### src/rtl/core_load_unit.sv
// core_load_unit
//
// Load path between the memory stage and the register-file writeback port.
// It takes one load request at a time and issues one aligned bus read, or two
// when the access crosses a bus word and splitting is enabled. It extracts,
// shifts and extends the addressed field, then emits a single-cycle writeback
// pulse.
//
// Ports
//   i_clk, i_reset_n            clock (rising edge), async active-low reset
//   i_req_valid / o_req_ready   request handshake; ready only while idle
//   i_req_addr, i_req_funct3,   byte address, load type, destination register
//   i_req_rd
//   o_bus_req, o_bus_addr       registered read strobe and aligned address
//   i_bus_ack, i_bus_rdata      read data strobe and data
//   o_wb_valid, o_wb_rd,        one-cycle writeback pulse, destination, result,
//   o_wb_data, o_wb_fault       and fault flag (illegal type or misaligned)
module core_load_unit #(
  parameter int XLEN          = 32,
  parameter int AW            = 32,
  parameter bit MISALIGNED_EN = 1'b1
) (
  input  logic            i_clk,
  input  logic            i_reset_n,
  input  logic            i_req_valid,
  output logic            o_req_ready,
  input  logic [AW-1:0]   i_req_addr,
  input  logic [2:0]      i_req_funct3,
  input  logic [4:0]      i_req_rd,
  output logic            o_bus_req,
  output logic [AW-1:0]   o_bus_addr,
  input  logic            i_bus_ack,
  input  logic [XLEN-1:0] i_bus_rdata,
  output logic            o_wb_valid,
  output logic [4:0]      o_wb_rd,
  output logic [XLEN-1:0] o_wb_data,
  output logic            o_wb_fault
);

  localparam int BYTES = XLEN / 8;
  localparam int OW    = $clog2(BYTES);

  typedef enum logic [1:0] {
    IDLE  = 2'd0,
    BEAT0 = 2'd1,
    BEAT1 = 2'd2,
    RESP  = 2'd3
  } state_t;

  // Shift the two-beat window down to the addressed byte, then keep the field
  // and extend it. funct3[2] selects zero extension.
  function automatic logic [XLEN-1:0] form_load(input logic [2*XLEN-1:0] window,
                                                input logic [OW-1:0]     off,
                                                input logic [2:0]        funct3);
    logic [XLEN-1:0] shifted;
    logic [XLEN-1:0] mask;
    logic            msb;
    shifted = XLEN'(window >> {off, 3'b000});
    case (funct3[1:0])
      2'b00:   begin mask = XLEN'(8'hFF);         msb = shifted[7];      end
      2'b01:   begin mask = XLEN'(16'hFFFF);      msb = shifted[15];     end
      2'b10:   begin mask = XLEN'(32'hFFFF_FFFF); msb = shifted[31];     end
      default: begin mask = {XLEN{1'b1}};         msb = shifted[XLEN-1]; end
    endcase
    msb = funct3[2] ? 1'b0 : msb;
    return (shifted & mask) | ({XLEN{msb}} & ~mask);
  endfunction

  state_t            state_r;
  logic [2:0]        funct3_r;
  logic [4:0]        rd_r;
  logic [OW-1:0]     off_r;
  logic              cross_r;
  logic [XLEN-1:0]   beat0_r;
  logic              bus_req_r;
  logic [AW-1:0]     bus_addr_r;
  logic              wb_valid_r;
  logic [4:0]        wb_rd_r;
  logic [XLEN-1:0]   wb_data_r;
  logic              wb_fault_r;

  logic [OW-1:0]     req_off_s;
  logic [3:0]        req_size_s;
  logic              req_cross_s;
  logic              req_illegal_s;
  logic [AW-1:0]     req_aligned_s;
  logic [2*XLEN-1:0] window_s;
  logic [XLEN-1:0]   wb_data_s;

  assign req_off_s     = i_req_addr[OW-1:0];
  assign req_size_s    = 4'd1 << i_req_funct3[1:0];
  assign req_cross_s   = (4'(req_off_s) + req_size_s) > 4'(BYTES);
  assign req_aligned_s = {i_req_addr[AW-1:OW], {OW{1'b0}}};

  // Request-type legality depends on the data width.
  always_comb begin
    req_illegal_s = 1'b0;
    if (XLEN == 32) begin
      req_illegal_s = (i_req_funct3 == 3'b011) || (i_req_funct3 == 3'b110) ||
                      (i_req_funct3 == 3'b111);
    end else begin
      req_illegal_s = (i_req_funct3 == 3'b111);
    end
  end

  // Window seen on the final ack: the live bus data fills the beat being acked,
  // so the result can be registered in the same cycle as that ack.
  always_comb begin
    window_s = {2*XLEN{1'b0}};
    case (state_r)
      BEAT0:   window_s = {{XLEN{1'b0}}, i_bus_rdata};
      BEAT1:   window_s = {i_bus_rdata, beat0_r};
      default: window_s = {{XLEN{1'b0}}, beat0_r};
    endcase
  end

  assign wb_data_s = form_load(window_s, off_r, funct3_r);

  // Load FSM with registered bus and writeback outputs.
  always_ff @(posedge i_clk or negedge i_reset_n) begin
    if (!i_reset_n) begin
      state_r    <= IDLE;
      funct3_r   <= 3'b000;
      rd_r       <= 5'd0;
      off_r      <= {OW{1'b0}};
      cross_r    <= 1'b0;
      beat0_r    <= {XLEN{1'b0}};
      bus_req_r  <= 1'b0;
      bus_addr_r <= {AW{1'b0}};
      wb_valid_r <= 1'b0;
      wb_rd_r    <= 5'd0;
      wb_data_r  <= {XLEN{1'b0}};
      wb_fault_r <= 1'b0;
    end else begin
      case (state_r)
        IDLE: begin
          if (i_req_valid) begin
            funct3_r <= i_req_funct3;
            rd_r     <= i_req_rd;
            off_r    <= req_off_s;
            cross_r  <= req_cross_s;
            if (req_illegal_s || (req_cross_s && !MISALIGNED_EN)) begin
              state_r    <= RESP;
              wb_valid_r <= 1'b1;
              wb_fault_r <= 1'b1;
              wb_data_r  <= {XLEN{1'b0}};
              wb_rd_r    <= i_req_rd;
            end else begin
              state_r    <= BEAT0;
              bus_req_r  <= 1'b1;
              bus_addr_r <= req_aligned_s;
            end
          end else begin
            state_r <= IDLE;
          end
        end
        BEAT0: begin
          if (i_bus_ack) begin
            beat0_r <= i_bus_rdata;
            if (cross_r) begin
              state_r    <= BEAT1;
              bus_addr_r <= bus_addr_r + AW'(BYTES);
            end else begin
              state_r    <= RESP;
              bus_req_r  <= 1'b0;
              wb_valid_r <= 1'b1;
              wb_fault_r <= 1'b0;
              wb_data_r  <= wb_data_s;
              wb_rd_r    <= rd_r;
            end
          end else begin
            state_r <= BEAT0;
          end
        end
        BEAT1: begin
          if (i_bus_ack) begin
            state_r    <= RESP;
            bus_req_r  <= 1'b0;
            wb_valid_r <= 1'b1;
            wb_fault_r <= 1'b0;
            wb_data_r  <= wb_data_s;
            wb_rd_r    <= rd_r;
          end else begin
            state_r <= BEAT1;
          end
        end
        RESP: begin
          wb_valid_r <= 1'b0;
          state_r    <= IDLE;
        end
        default: begin
          state_r    <= IDLE;
          bus_req_r  <= 1'b0;
          wb_valid_r <= 1'b0;
        end
      endcase
    end
  end

  assign o_req_ready = (state_r == IDLE);
  assign o_bus_req   = bus_req_r;
  assign o_bus_addr  = bus_addr_r;
  assign o_wb_valid  = wb_valid_r;
  assign o_wb_rd     = wb_rd_r;
  assign o_wb_data   = wb_data_r;
  assign o_wb_fault  = wb_fault_r;

endmodule
### config.mk
export PLATFORM = sky130hd
export DESIGN_NAME = core_load_unit
export DESIGN_NICKNAME = d
export VERILOG_FILES = /design/src/rtl/core_load_unit.sv
export SDC_FILE = /design/constraint.sdc
export NUM_CORES = 1
export LEC_CHECK = 0
export CAP_MARGIN = 20
export CORE_MARGIN = 3
export CORE_UTILIZATION = 55
export DETAILED_ROUTE_END_ITERATION = 16
export PLACE_DENSITY = 0.95
export SKIP_CTS_REPAIR_TIMING = 1
export SYNTH_ARGS = -nofsm -noshare
export SYNTH_HDL_FRONTEND = slang
export SYNTH_SLANG_ARGS = --single-unit
export TNS_END_PERCENT = 50
### constraint.sdc
create_clock -name i_clk -period 5.8 [get_ports i_clk]
set_input_delay 0.58 -clock i_clk [delete_from_list [all_inputs] [get_ports i_clk]]
set_output_delay 0.58 -clock i_clk [all_outputs]
set_load 0.05 [all_outputs]
# Word-level counts from Yosys, hierarchy flattened
# Cells that the tools add are included.
[totals]
ff_bits = 117
latchBits = 0
ramBits = 0
mem_bits_ro = 0
in_bits = 76
out_inout_bits = 73
n_memories = 0
[classes]
n_addsub = 2
mul = 0
n_div = 0
n_lt_le_gt_ge = 1
n_eq_ne = 14
n_shift = 2
muxes = 40
bitwise = 4
reduce_logical = 12
[ops]
columns = ["operator", "count"]
rows = [
  ["2-to-1 mux 32 bit", 9],
  ["case mux 32 bit (2 select lines)", 2],
  ["case mux 64 bit (2 select lines)", 1],
  ["case mux 32 bit (3 select lines)", 1],
  ["AND 32 bit", 2],
  [">> shifter 64 x 5 -> 32 bit", 1],
  ["adder 32 x 3 -> 32 bit, second input constant", 1],
  ["inverter 32 bit", 1],
  ["bitwise OR 32 bit", 1],
  ["2-to-1 mux 5 bit", 5],
  ["case mux 5 bit (3 select lines)", 1],
  ["2-to-1 mux 1 bit", 13],
  ["!= test 2 bit, second input constant", 6],
  ["AND reduction 6 bit", 2],
  ["AND reduction 5 bit", 2],
  ["case mux 2 bit (4 select lines)", 1],
  ["== test 3 bit, second input constant", 2],
  ["2-to-1 mux 2 bit", 3],
  ["case mux 1 bit (3 select lines)", 2],
  ["adder 2 x 4 -> 4 bit", 1],
  ["== test 2 x 1 -> 1 bit, second input constant", 2],
  ["== test 2 bit, second input constant", 2],
  ["> comparator 4 x 3 -> 1 bit, second input constant", 1],
  ["zero test 2 bit", 2],
  ["9 further kinds", 11],
]

# Logic depth before layout (Yosys ltp)
# Gate-level depths: netlist (run 1).
[logic_depth]
ltp_word = 10
depth_mapped = 10
depth_no_buf = 8

# Least setup slack after synthesis (run 1)
# OpenSTA, ideal clock, no wires.
[synth_timing]
kind = "register -> register"
start = "register state_r[0]"
end = "register wb_data_r[12] (netlist: o_wb_data[12])"
arrival_ns = 2.236
t_required_ns = 5.676
setup_slack_ns = 3.440
stages_incl_launch_ff = 9
n_path_buf = 2
synth_period_minus_slack_ns = 2.360
path_cell_list = "dfrtp_1 > inv_1 > ha_1 > clkbuf_1 > nand2b_1 > o2111ai_2 > clkbuf_1 > nor3_1 > a211o_1"
[synth_via]
elab_cells_between_ends = 21
[synth_lines]
columns = ["item", "line", "source"]
rows = [
  ["from (decl)", "69", "state_t state_r;"],
  ["from (signal assigned)", "122", "state_r <= IDLE;"],
  ["from (signal assigned)", "143", "state_r <= RESP;"],
  ["from (signal assigned)", "149", "state_r <= BEAT0;"],
  ["zero test 2 bit *", "n/a", ""],
  ["net o_req_ready", "26", "output logic o_req_ready,"],
  ["!= test 2 x 1 -> 1 bit (no line), or another cell as far along", "n/a", ""],
  ["AND reduction 6 bit (no line)", "n/a", ""],
  ["to (signal assigned)", "132", "wb_data_r <= {XLEN{1'b0}};"],
  ["to (signal assigned)", "146", "wb_data_r <= {XLEN{1'b0}};"],
  ["to (signal assigned)", "168", "wb_data_r <= wb_data_s;"],
  ["to (decl)", "79", "logic [XLEN-1:0] wb_data_r;"],
]
# Mark *: on every way through the listed nets, which the timed path passes. The rest lies on a longest branch. The select of a mux whose other input is x is not followed.
# A chain may end at the register's enable or synchronous reset.

# Worst setup path after layout (run 1)
[layout_timing]
start = "register state_r[1]"
end = "register bus_addr_r[15] (netlist: o_bus_addr[15])"
[layout_via]
elab_chain_cells = 3
elab_cells_between_ends = 9
[layout_lines]
columns = ["item", "line", "source"]
rows = [
  ["== test 2 x 1 -> 1 bit / zero test 2 bit (equally long branches)", "135", "case (state_r)"],
  ["!= test 2 bit (no line) / nonzero test 2 bit (equally long branches)", "n/a", ""],
  ["AND reduction 5 bit (no line)", "n/a", ""],
  ["to (signal assigned)", "129", "bus_addr_r <= {AW{1'b0}};"],
  ["to (signal assigned)", "151", "bus_addr_r <= req_aligned_s;"],
  ["to (signal assigned)", "162", "bus_addr_r <= bus_addr_r + AW'(BYTES);"],
  ["to (decl)", "76", "logic [AW-1:0] bus_addr_r;"],
]
# Parallel ways exist; a longest one is shown, timed or not.

==> metrics.log, run 1 <==
INFO  metric synth_fa_ha_area_share = about 1.8%
INFO  metric post_synth_inst_count = 687
INFO  metric fin_setup_tns = 0 ps
INFO  metric postLayoutCoreUtil = 74.25%
INFO  metric route.detailed.drc = 0
INFO  metric worst_setup_slack_final = 2231 ps
INFO  metric setup_viol = 0
INFO  metric global_route.overflow_total = 0
INFO  metric vias_per_cell = 6.593
INFO  metric timing_worst_slew_pin_value = between 1000 and 1500 ps
INFO  metric synth.yosys.seq_area_share = 42.14%
INFO  metric totalWireLength = 20,650 microns
INFO  metric cts_inserted_buffers = 17
INFO  metric layout_commonest_cell = sky130_fd_sc_hd__clkdlybuf4s50_1
INFO  metric worst_setup_hold_path_clk_slew = 60 ps
INFO  metric die_area = 13,790 sq um
INFO  metric power.ir.vdd_worst = between 400 and 500 uV
INFO  metric path_max_fanout = slightly above 80
INFO  metric synth.top_cells.by_area = sky130_fd_sc_hd__dfrtp_1, sky130_fd_sc_hd__mux2_2, sky130_fd_sc_hd__mux4_2
INFO  metric critPathCaptureType = flip-flop
INFO  metric design.final.nets = 890
INFO  metric cap_violations = 0
INFO  metric grt_antenna_before_repair = 0
INFO  metric leakage = around 3.7 nW
INFO  metric floorplan.rows = 40
INFO  metric worst_ep_arrival_time = 3860 ps
INFO  metric synth_enable_flop_cells = 0
INFO  metric maxClockFrequency = ~280 MHz
INFO  metric placement.setup.worst_slack = 2181 ps
INFO  metric clock_latency_reported_for_the_late_side_of_the_worst_skew_pair = 430 ps
INFO  metric place_hpwl = 13,410 microns
INFO  metric reg2reg_to = o_bus_addr[15]
INFO  metric grt_start_max_net_pins = 84
INFO  metric worstReg2RegStart = state_r[1]
INFO  metric power = ~6.7 mW
INFO  metric antennaDiodeCount = 0
INFO  metric setup.reg_to_reg.worst_slack = 2230 ps
INFO  metric min_path_type = in -> async
INFO  metric num-fill-cells = ~780
INFO  metric layout-drive-gt1-share = 13.20%
INFO  metric required_time_of_the_critical_path = 6090 ps
INFO  metric hold-worst-slack = 168.5 ps
INFO  metric wire_per_inst = 20.94 microns
INFO  metric normalized_max_slew_margin = 28.04%
INFO  metric unrepaired_setup_endpoints_after_global_routing = no
INFO  metric final-hold-violation-count = 0
INFO  metric crit_path_start_kind = flip-flop
INFO  metric finalWeightedCongestion = 0.8953
INFO  metric final_period_minus_worst_setup_slack = 3569 ps
INFO  metric postSynthRegisterBits = roughly 120
INFO  metric die_h = between 100 and 150 microns
INFO  metric portBuffers = between 100 and 150
INFO  metric finalCritPeriodShare = between 60% and 70%
INFO  metric xor_xnor_fraction_of_synth_area = less than 1%
INFO  metric netlist.top_cell.by_area = sky130_fd_sc_hd__dfrtp_1
INFO  metric final_cell_mix = sky130_fd_sc_hd__clkdlybuf4s50_1, sky130_fd_sc_hd__dfrtp_1, sky130_fd_sc_hd__nand2_1
INFO  metric floorplan.initialDensity = 56.62%
INFO  metric floorplan.core_area = 12,060 sq um
INFO  metric synth.lib_cells_used.distinct = 59
INFO  metric synthMuxAreaShare = 15.94%
INFO  metric globalRouteTotalUtil = between 20% and 30%
INFO  metric via_count_of_the_first_global_routing_pass = ~6,500
INFO  metric synth_top_cell_area_share = 42.14%
INFO  metric area_delta_synth_final = 31.15%
INFO  metric worst-setup-path-type = reg -> reg
INFO  metric initialDrtViolationCount = 741
INFO  metric synthesized_area_divided_by_synthesized_cell_count = 9.940 sq um
INFO  metric outcome = complete, no violations
INFO  metric max-clock-path-buffers = 2
INFO  metric post_synthesis_compound_gate_area_fraction = approximately a fifth
INFO  metric synth_ff_type = sky130_fd_sc_hd__dfrtp_1
INFO  metric dr.pass1.iters = 6
INFO  metric p_per_area = 745.6 nW/um^2
INFO  metric synth_simple_gate_area_share = 14.09%
INFO  metric htreeDepth = 4
INFO  metric via_count = ~6,500
INFO  metric pin_count = 149
INFO  metric tritoncts = built
INFO  metric asyncSetResetFlopFracSynth = 100.0%
INFO  metric netlist_area = roughly 7000 sq um
INFO  metric root_buffer = sky130_fd_sc_hd__clkbuf_16
INFO  metric grt_first_pass_wirelength = about 33,000 microns
INFO  metric detail-route-antenna-nets = 0
INFO  metric skew = about 8 ps
INFO  metric dieWidth = 117.4 microns
INFO  metric maxSlewViolCount = 0
INFO  metric tritoncts_num_sinks = between 100 and 150
INFO  metric r2r_cells = 8
INFO  metric synth_top_family_by_area = compound AO/OA/AOI/OAI gates
INFO  metric ys.warnings.count = 0
-- registers in the layout (all words and copies together) (netlist names) --
name	cells
beat0_r	32
o_wb_data	32
o_bus_addr	30
o_wb_rd	5
rd_r	5
funct3_r	3
off_r	2
state_r	2
cross_r	1
o_bus_req	1
o_wb_fault	1
o_wb_valid	1
-- metal layers --
metal | vias up | wire length, microns | global-route usage (%)
met4 | 0 | 909 | 16.35
met3 | 76 | 1685 | 6.220
met1 | 3190 | 7679 | 36.34
met5 | - | 0 | 0
met2 | 394 | 10380 | 49.57
li1 | 2841 | - | -
-- area by class of cell --
type / count / area (sq um) / share of cell area [%]
multi-input cells: 497 / 3646 / 40.71
inverters: 17 / 63.81 / 0.7125
clock inverters: 3 / 40.04 / 0.4471
clock buffers: 29 / 540.5 / 6.035
repair buffers: 157 / 1577 / 17.60
well taps: 168 / 210.2 / 2.347
flip-flops and latches: 115 / 2879 / 32.15
-- how the worst max path moves through the flow --
stage                           endpoint  cells after the start  startpoint  slack, ps
final                     o_bus_addr[15]                      8  state_r[1]       2230
after floorplan            o_wb_data[12]                      8  state_r[0]       3440
after global placement     o_wb_data[10]                      7  state_r[0]       2320
after detailed placement   o_wb_data[12]                      7  state_r[0]       2180
after CTS                  o_wb_data[11]                      7  state_r[0]       2090
after global routing      o_bus_addr[26]                      8  state_r[1]       2000
-- worst max-delay path, stage by stage, from the launching register on --
cell	delay, ps
sky130_fd_sc_hd__dfrtp_1	410
sky130_fd_sc_hd__inv_1	110
sky130_fd_sc_hd__ha_2	190
sky130_fd_sc_hd__buf_4	620
sky130_fd_sc_hd__inv_1	410
sky130_fd_sc_hd__a21oi_1	430
sky130_fd_sc_hd__a211o_1	880
sky130_fd_sc_hd__nor2_1	160
sky130_fd_sc_hd__a2bb2oi_1	190
-- report_power, final --
part | leakage (nW) | internal, mW | switching (mW) | total (mW)
clock network | 0.288 | 0.667 | 0.352 | 1.02
registers | 1.37 | 1.21 | 0.403 | 1.61
logic | 2.00 | 1.56 | 2.49 | 4.05
total | 3.66 | 3.43 | 3.25 | 6.68
-- cells in the mapped netlist, types with 8 or more instances --
library cell and instances:
sky130_fd_sc_hd__nand3_1 29, sky130_fd_sc_hd__o22ai_1 15, sky130_fd_sc_hd__nand4_1 8, sky130_fd_sc_hd__mux2i_1 30, sky130_fd_sc_hd__a22oi_1 29, sky130_fd_sc_hd__mux2_2 42, sky130_fd_sc_hd__clkbuf_1 30, sky130_fd_sc_hd__a211o_1 9
sky130_fd_sc_hd__nand2_1 52, sky130_fd_sc_hd__ha_1 8, sky130_fd_sc_hd__and3_1 9, sky130_fd_sc_hd__buf_2 16, sky130_fd_sc_hd__a21oi_1 28, sky130_fd_sc_hd__nor3_1 30, sky130_fd_sc_hd__a211oi_1 20, sky130_fd_sc_hd__dfrtp_1 115
sky130_fd_sc_hd__o21ai_0 51, sky130_fd_sc_hd__a2bb2oi_1 21, sky130_fd_sc_hd__inv_1 17, sky130_fd_sc_hd__mux4_2 14, sky130_fd_sc_hd__nor2_1 35
-- through the flow --
stage	cell area, sq um	instances
after detailed placement	8310	950
after global placement	8310	950
final	8956	986
after global routing	8956	986
after floorplan	6833	688
after CTS	8891	982
-- cell families after synthesis --
kind of cell             count (synthesis)
multiplexers                            86
XOR/XNOR                                 1
other                                    1
AO/OA/AOI/OAI                          205
adder cells (fa/ha/maj)                  9
buffers and inverters                   76
flip-flops                             115
AND/OR/NAND/NOR                        194
No activity file was read; power rests on OpenSTA's default activity.
==> run 2: changes to the inputs <==
--- a/config.mk
+++ b/config.mk
@@ -7,9 +7,9 @@
 export LEC_CHECK = 0
 export CAP_MARGIN = 20
 export CORE_MARGIN = 3
-export CORE_UTILIZATION = 55
+export CORE_UTILIZATION = 52
 export DETAILED_ROUTE_END_ITERATION = 16
-export PLACE_DENSITY = 0.95
+export PLACE_DENSITY = 0.92
 export SKIP_CTS_REPAIR_TIMING = 1
 export SYNTH_ARGS = -nofsm -noshare
 export SYNTH_HDL_FRONTEND = slang
==> constraint.sdc (replaced) <==
create_clock -name i_clk -period 3.3 [get_ports i_clk]
set_input_delay 0.33 -clock i_clk [delete_from_list [all_inputs] [get_ports i_clk]]
set_output_delay 0.33 -clock i_clk [all_outputs]
set_load 0.05 [all_outputs]
==> metrics.log, run 2 (same netlist as run 1, synthesis figures left out) <==
INFO  metric skew = 8.626 ps (was 7.976 ps)
INFO  metric totalWireLength = 20,440 microns (was 20,650 microns)
INFO  metric post_place_instance_area = 8386 sq um (was 8310 sq um)
INFO  metric initialDrtViolationCount = 883 (was 741)
INFO  metric final-hold-violation-count = 0 (unchanged)
INFO  metric clock_latency_reported_for_the_late_side_of_the_worst_skew_pair = 420 ps (was 430 ps)
INFO  metric die_h = 120.6 microns (was 117.4 microns)
INFO  metric setup.reg_to_reg.worst_slack = 360 ps (was 2230 ps)
INFO  metric via_count = 6,400 (was 6,501)
INFO  metric crit_path_start_kind = flip-flop (unchanged)
INFO  metric grt_first_pass_wirelength = 32,360 microns (was 33,300 microns)
INFO  metric grt_start_max_net_pins = 71 (was 84)
INFO  metric floorplan.rows = 41 (was 40)
INFO  metric path_max_fanout = 16 (was 83)
INFO  metric fin_setup_tns = 0 ps (unchanged)
INFO  metric die_area = 14,540 sq um (was 13,790 sq um)
INFO  metric critPathMaxStageDelay = 510 ps (was 880 ps)
INFO  metric via_count_of_the_first_global_routing_pass = 6,182 (was 6,479)
INFO  metric worst-setup-path-type = reg -> reg (unchanged)
INFO  metric normalized_max_slew_margin = 49.01% (was 28.04%)
INFO  metric maxSlewViolCount = 0 (unchanged)
INFO  metric worst_setup_slack_final = 355.7 ps (was 2231 ps)
INFO  metric cts_inserted_buffers = 17 (unchanged)
INFO  metric route.detailed.drc = 0 (unchanged)
INFO  metric portBuffers = 146 (unchanged)
INFO  metric maxClockFrequency = 339.6 MHz (was 280.2 MHz)
INFO  metric pin_count = 149 (unchanged)
INFO  metric p_per_area = 1320 nW/um^2 (was 745.6 nW/um^2)
INFO  metric floorplan.core_area = 12,720 sq um (was 12,060 sq um)
INFO  metric place_hpwl = 13,580 microns (was 13,410 microns)
INFO  metric cap_violations = 0 (unchanged)
INFO  metric detail-route-antenna-nets = 0 (unchanged)
INFO  metric unrepaired_setup_endpoints_after_global_routing = no (unchanged)
INFO  metric global_route.overflow_total = 0 (unchanged)
INFO  metric min_path_type = reg -> reg (was in -> async)
INFO  metric critPathCaptureType = flip-flop (unchanged)
INFO  metric final_period_minus_worst_setup_slack = 2944 ps (was 3569 ps)
INFO  metric htreeDepth = 4 (unchanged)
INFO  metric worst_setup_hold_path_clk_slew = 60 ps (about the same)
INFO  metric power.ir.vdd_worst = 590.1 uV (was 426.0 uV)
INFO  metric setup_viol = 0 (unchanged)
INFO  metric tritoncts_num_sinks = 115 (unchanged)
INFO  metric finalWeightedCongestion = 0.8930 (was 0.8953)
INFO  metric outcome = complete, no violations (unchanged)
INFO  metric design.final.nets = 895 (was 890)
INFO  metric dr.pass1.iters = 5 (was 6)
INFO  metric tritoncts = built (unchanged)
INFO  metric cp_slowest_cell = sky130_fd_sc_hd__and2_1 (was sky130_fd_sc_hd__a211o_1)
INFO  metric required_time_of_the_critical_path = 3630 ps (was 6090 ps)
INFO  metric vias_per_cell = 6.439 (was 6.593)
INFO  metric root_buffer = sky130_fd_sc_hd__clkbuf_16 (unchanged)
INFO  metric power = 11.96 mW (was 6.677 mW)
INFO  metric layout_commonest_cell = sky130_fd_sc_hd__clkdlybuf4s50_1 (unchanged)
INFO  metric max-clock-path-buffers = 2 (unchanged)
INFO  metric leakage = 3.711 nW (was 3.656 nW)
INFO  metric dieWidth = 120.6 microns (was 117.4 microns)
INFO  metric antennaDiodeCount = 0 (unchanged)
INFO  metric cp_cell_sequence = inv_1 > ha_1 > buf_4 > and2_1 > nand2_1 > o21ai_0 > a211oi_1 > nor3_1 (was inv_1 > ha_2 > buf_4 > inv_1 > a21oi_1 > a211o_1 > nor2_1 > a2bb2oi_1)
INFO  metric placement.setup.worst_slack = 326.8 ps (was 2181 ps)
INFO  metric layout-drive-gt1-share = 13.99% (was 13.20%)
INFO  metric floorplan.initialDensity = 53.68% (was 56.62%)
INFO  metric post-route-cell-area = 9062 sq um (was 8956 sq um)
INFO  metric grt_antenna_before_repair = 0 (unchanged)
INFO  metric worst_ep_arrival_time = 3270 ps (was 3860 ps)
INFO  metric wire_per_inst = 20.57 microns (was 20.94 microns)
INFO  metric finalCritPeriodShare = 89.22% (was 61.53%)
INFO  metric area_delta_synth_final = 32.70% (was 31.15%)
INFO  metric postLayoutCoreUtil = 71.23% (was 74.25%)
INFO  metric timing_worst_slew_pin_value = 762.0 ps (was 1079 ps)
INFO  metric final_cell_mix = sky130_fd_sc_hd__clkdlybuf4s50_1, sky130_fd_sc_hd__dfrtp_1, sky130_fd_sc_hd__nand2_1 (unchanged)
INFO  metric globalRouteTotalUtil = 28.10% (was 29.78%)
## run 2: report_power, final
| part | switching, mW | total [mW] | leakage, nW | internal, mW |
|---|---|---|---|---|
| clock | 0.640 | 2.01 | 0.315 | 1.37 |
| combinational | 4.37 | 7.15 | 2.03 | 2.78 |
| sequential | 0.682 | 2.80 | 1.37 | 2.12 |
| total | 5.69 | 12.0 | 3.71 | 6.27 |
## run 2: worst max-delay path, delay by kind of cell (launching register included)
kind / cells / cell delay [ps]
and+or+nand+nor: 3 / 1140
adders and majority gates: 1 / 350
buffers and inverters: 2 / 330
AOI/OAI and AO/OA: 2 / 620
DFF: 1 / 410
## run 2: final timing paths
| check | start | to | depth (start not counted) |
|---|---|---|---|
| min in group asynchronous | i_reset_n | o_wb_data[28] | 2 |
| worst min-delay path | o_wb_rd[0] | o_wb_rd[0] | 2 |
| worst min register to register | o_wb_rd[0] | o_wb_rd[0] | 2 |
| max in group asynchronous | i_reset_n | off_r[0] | 3 |
| worst max register to register | state_r[0] | o_wb_data[30] | 8 |
| worst max-delay path | state_r[0] | o_wb_data[30] | 8 |
## run 2: cell type report
class                      count  area, sq um
timing repair buffer         162         1627
tap                          172        215.2
clock inverter                11        182.7
inverter                      17        63.81
clock buffer                  20        456.7
fill                         904         3660
multi-input combinational    497         3638
sequential                   115         2879
## run 2: routing by layer
layer	wire length (microns)	global-route usage, %	up-vias
li1	-	-	2859
met1	8347	38.40	3074
met2	9582	42.30	388
met3	1729	7.297	79
met4	782	12.54	0
met5	0	0	-
## run 2: per-stage QoR
step	instances	hold WS, ps
2_1_floorplan	688	34.41
3_3_place_gp	961	420.2
3_5_place_dp	961	421.1
4_1_cts	992	-21.43
5_1_grt	994	502.8
6_report	994	480.5
==> run 3: changes to the inputs <==
--- a/config.mk
+++ b/config.mk
@@ -7,9 +7,10 @@
 export LEC_CHECK = 0
 export CAP_MARGIN = 20
 export CORE_MARGIN = 3
-export CORE_UTILIZATION = 52
+export CORE_UTILIZATION = 55
 export DETAILED_ROUTE_END_ITERATION = 16
-export PLACE_DENSITY = 0.92
+export DONT_BUFFER_PORTS = 1
+export PLACE_DENSITY = 0.8
 export SKIP_CTS_REPAIR_TIMING = 1
 export SYNTH_ARGS = -nofsm -noshare
 export SYNTH_HDL_FRONTEND = slang
==> metrics.log, run 3 (same netlist as run 1, synthesis figures left out) <==
INFO  metric reg2reg_to = o_wb_data[29] (was o_wb_data[30])
INFO  metric antennaDiodeCount = 0 (unchanged)
INFO  metric clock_latency_reported_for_the_late_side_of_the_worst_skew_pair = 420 ps (about the same)
INFO  metric placedCellCount = 820 (was 961)
INFO  metric initialDrtViolationCount = 495 (was 883)
INFO  metric hold_start = i_req_funct3[1] (was o_wb_rd[0])
INFO  metric cts_inserted_buffers = 17 (unchanged)
INFO  metric r2r_cells = 8 (unchanged)
INFO  metric outcome = complete, no violations (unchanged)
INFO  metric cp_cell_sequence = inv_1 > ha_1 > buf_4 > and2_1 > a221oi_1 > o41ai_2 > a311oi_4 > nor3_1 (was inv_1 > ha_1 > buf_4 > and2_1 > nand2_1 > o21ai_0 > a211oi_1 > nor3_1)
INFO  metric totalWireLength = 17,920 microns (was 20,440 microns)
INFO  metric wire_per_inst = 21.06 microns (was 20.57 microns)
INFO  metric dieWidth = 117.4 microns (was 120.6 microns)
INFO  metric maxSlewViolCount = 0 (unchanged)
INFO  metric min_path_type = in -> reg (was reg -> reg)
INFO  metric timing.hold.worst_path_depth = 1 (was 2)
INFO  metric critPathCaptureType = flip-flop (unchanged)
INFO  metric min_delay_worst_endpoint = funct3_r[1] (was o_wb_rd[0])
INFO  metric unrepaired_setup_endpoints_after_global_routing = no (unchanged)
INFO  metric dr.pass1.iters = 7 (was 5)
INFO  metric skew = 10.61 ps (was 8.626 ps)
INFO  metric grt_first_pass_wirelength = 29,090 microns (was 32,360 microns)
INFO  metric grt_antenna_before_repair = 0 (unchanged)
INFO  metric grt_start_max_net_pins = 116 (was 71)
INFO  metric critPathMaxStageDelay = 680 ps (was 510 ps)
INFO  metric portBuffers = 0 (was 146)
INFO  metric globalRouteTotalUtil = 26.25% (was 28.10%)
INFO  metric max-clock-path-buffers = 2 (unchanged)
INFO  metric post_place_instance_area = 6972 sq um (was 8386 sq um)
INFO  metric vias_per_cell = 6.647 (was 6.439)
INFO  metric floorplan.initialDensity = 56.62% (was 53.68%)
INFO  metric detail-route-antenna-nets = 0 (unchanged)
INFO  metric maxClockFrequency = 329.8 MHz (was 339.6 MHz)
INFO  metric finalCritPeriodShare = 91.89% (was 89.22%)
INFO  metric via_count = 5,657 (was 6,400)
INFO  metric normalized_max_slew_margin = 51.72% (was 49.01%)
INFO  metric worstReg2RegStart = state_r[0] (unchanged)
INFO  metric finalWeightedCongestion = 0.9208 (was 0.8930)
INFO  metric die_area = 13,790 sq um (was 14,540 sq um)
INFO  metric timing_worst_slew_pin_value = 724.1 ps (was 762.0 ps)
INFO  metric design.final.nets = 758 (was 895)
INFO  metric htreeDepth = 4 (unchanged)
INFO  metric worst-setup-path-type = reg -> reg (unchanged)
INFO  metric worst_ep_arrival_time = 3290 ps (was 3270 ps)
INFO  metric setup_viol = 0 (unchanged)
INFO  metric required_time_of_the_critical_path = 3560 ps (was 3630 ps)
INFO  metric final_cell_mix = sky130_fd_sc_hd__dfrtp_1, sky130_fd_sc_hd__nand2_1, sky130_fd_sc_hd__o21ai_0 (was sky130_fd_sc_hd__clkdlybuf4s50_1, sky130_fd_sc_hd__dfrtp_1, sky130_fd_sc_hd__nand2_1)
INFO  metric post-route-cell-area = 7552 sq um (was 9062 sq um)
INFO  metric global_route.overflow_total = 0 (unchanged)
INFO  metric path_max_fanout = 16 (unchanged)
INFO  metric root_buffer = sky130_fd_sc_hd__clkbuf_16 (unchanged)
INFO  metric tritoncts_num_sinks = 115 (unchanged)
INFO  metric number_of_standard_cells_in_the_final_layout_excluding_fillers = 851 (was 994)
INFO  metric layout-drive-gt1-share = 17.57% (was 13.99%)
INFO  metric place_hpwl = 12,600 microns (was 13,580 microns)
INFO  metric worst_setup_hold_path_clk_slew = 50 ps (was 60 ps)
INFO  metric floorplan.core_area = 12,060 sq um (was 12,720 sq um)
INFO  metric setup.reg_to_reg.worst_slack = 270 ps (was 360 ps)
INFO  metric fin_setup_tns = 0 ps (unchanged)
INFO  metric crit_path_start_kind = flip-flop (unchanged)
INFO  metric floorplan.rows = 40 (was 41)
INFO  metric via_count_of_the_first_global_routing_pass = 5,567 (was 6,182)
INFO  metric cap_violations = 0 (unchanged)
INFO  metric area_delta_synth_final = 10.59% (was 32.70%)
INFO  metric layout_commonest_cell = sky130_fd_sc_hd__dfrtp_1 (was sky130_fd_sc_hd__clkdlybuf4s50_1)
INFO  metric tritoncts = built (unchanged)
INFO  metric final-hold-violation-count = 0 (unchanged)
INFO  metric cp_slowest_cell = sky130_fd_sc_hd__a311oi_4 (was sky130_fd_sc_hd__and2_1)
INFO  metric die_h = 117.4 microns (was 120.6 microns)
INFO  metric route.detailed.drc = 0 (unchanged)
INFO  metric final_period_minus_worst_setup_slack = 3032 ps (was 2944 ps)
INFO  metric pin_count = 149 (unchanged)
## run 3: final cells by class
type	instances	area (sq um)
Inverter	17	63.81
Clock buffer	23	488.0
Clock inverter	6	55.05
Multi-Input combinational cell	497	3646
Tap cell	168	210.2
Timing Repair Buffer	25	210.2
Fill cell	993	4509
Sequential cell	115	2879
## run 3: routing by layer
layer  global-route usage [%]  part of all wire (%)  vias to the layer above
li1                         -                     -                     2570
met1                    31.95                    39                     2772
met2                    42.92                    50                      270
met3                    8.775                   8.8                       45
met4                    11.07                   2.9                        0
met5                        0                     0                        -
## run 3: worst max-delay path by stage
stage                     cells past startpoint       endpoint        from  slack [ps]
after floorplan                               8  o_wb_data[12]  state_r[0]         940
after detailed placement                      8  o_wb_data[21]  state_r[0]         340
final                                         8  o_wb_data[29]  state_r[0]         270
after CTS                                     8  o_wb_data[21]  state_r[0]         320
after global placement                        8   o_wb_data[8]  state_r[0]         570
after global routing                          8  o_wb_data[29]  state_r[0]          70
## run 3: critical path, delay by kind of cell, from the launching register on
family | cells | cell delay [ps]
AOI/OAI and AO/OA | 3 | 1430
and+or+nand+nor | 2 | 410
DFF | 1 | 400
adders and majority gates | 1 | 340
buffers and inverters | 2 | 290
## run 3: metrics by stage
| step | setup slack, ps | hold slack (ps) | utilization, % |
|---|---|---|---|
| global placement | 568.0 | 37.68 | 57.80 |
| CTS | 322.8 | -412.6 | 62.30 |
| finish | 267.5 | 65.34 | 62.61 |
| detailed placement | 341.2 | 36.89 | 57.80 |
| global route | 71.55 | 42.75 | 62.61 |
| floorplan | 940.1 | 34.41 | - |
Power of run 3 is left out: the tool's default activity adds up to more than one toggle a clock period on the data nets, which glitch-free logic cannot reach.
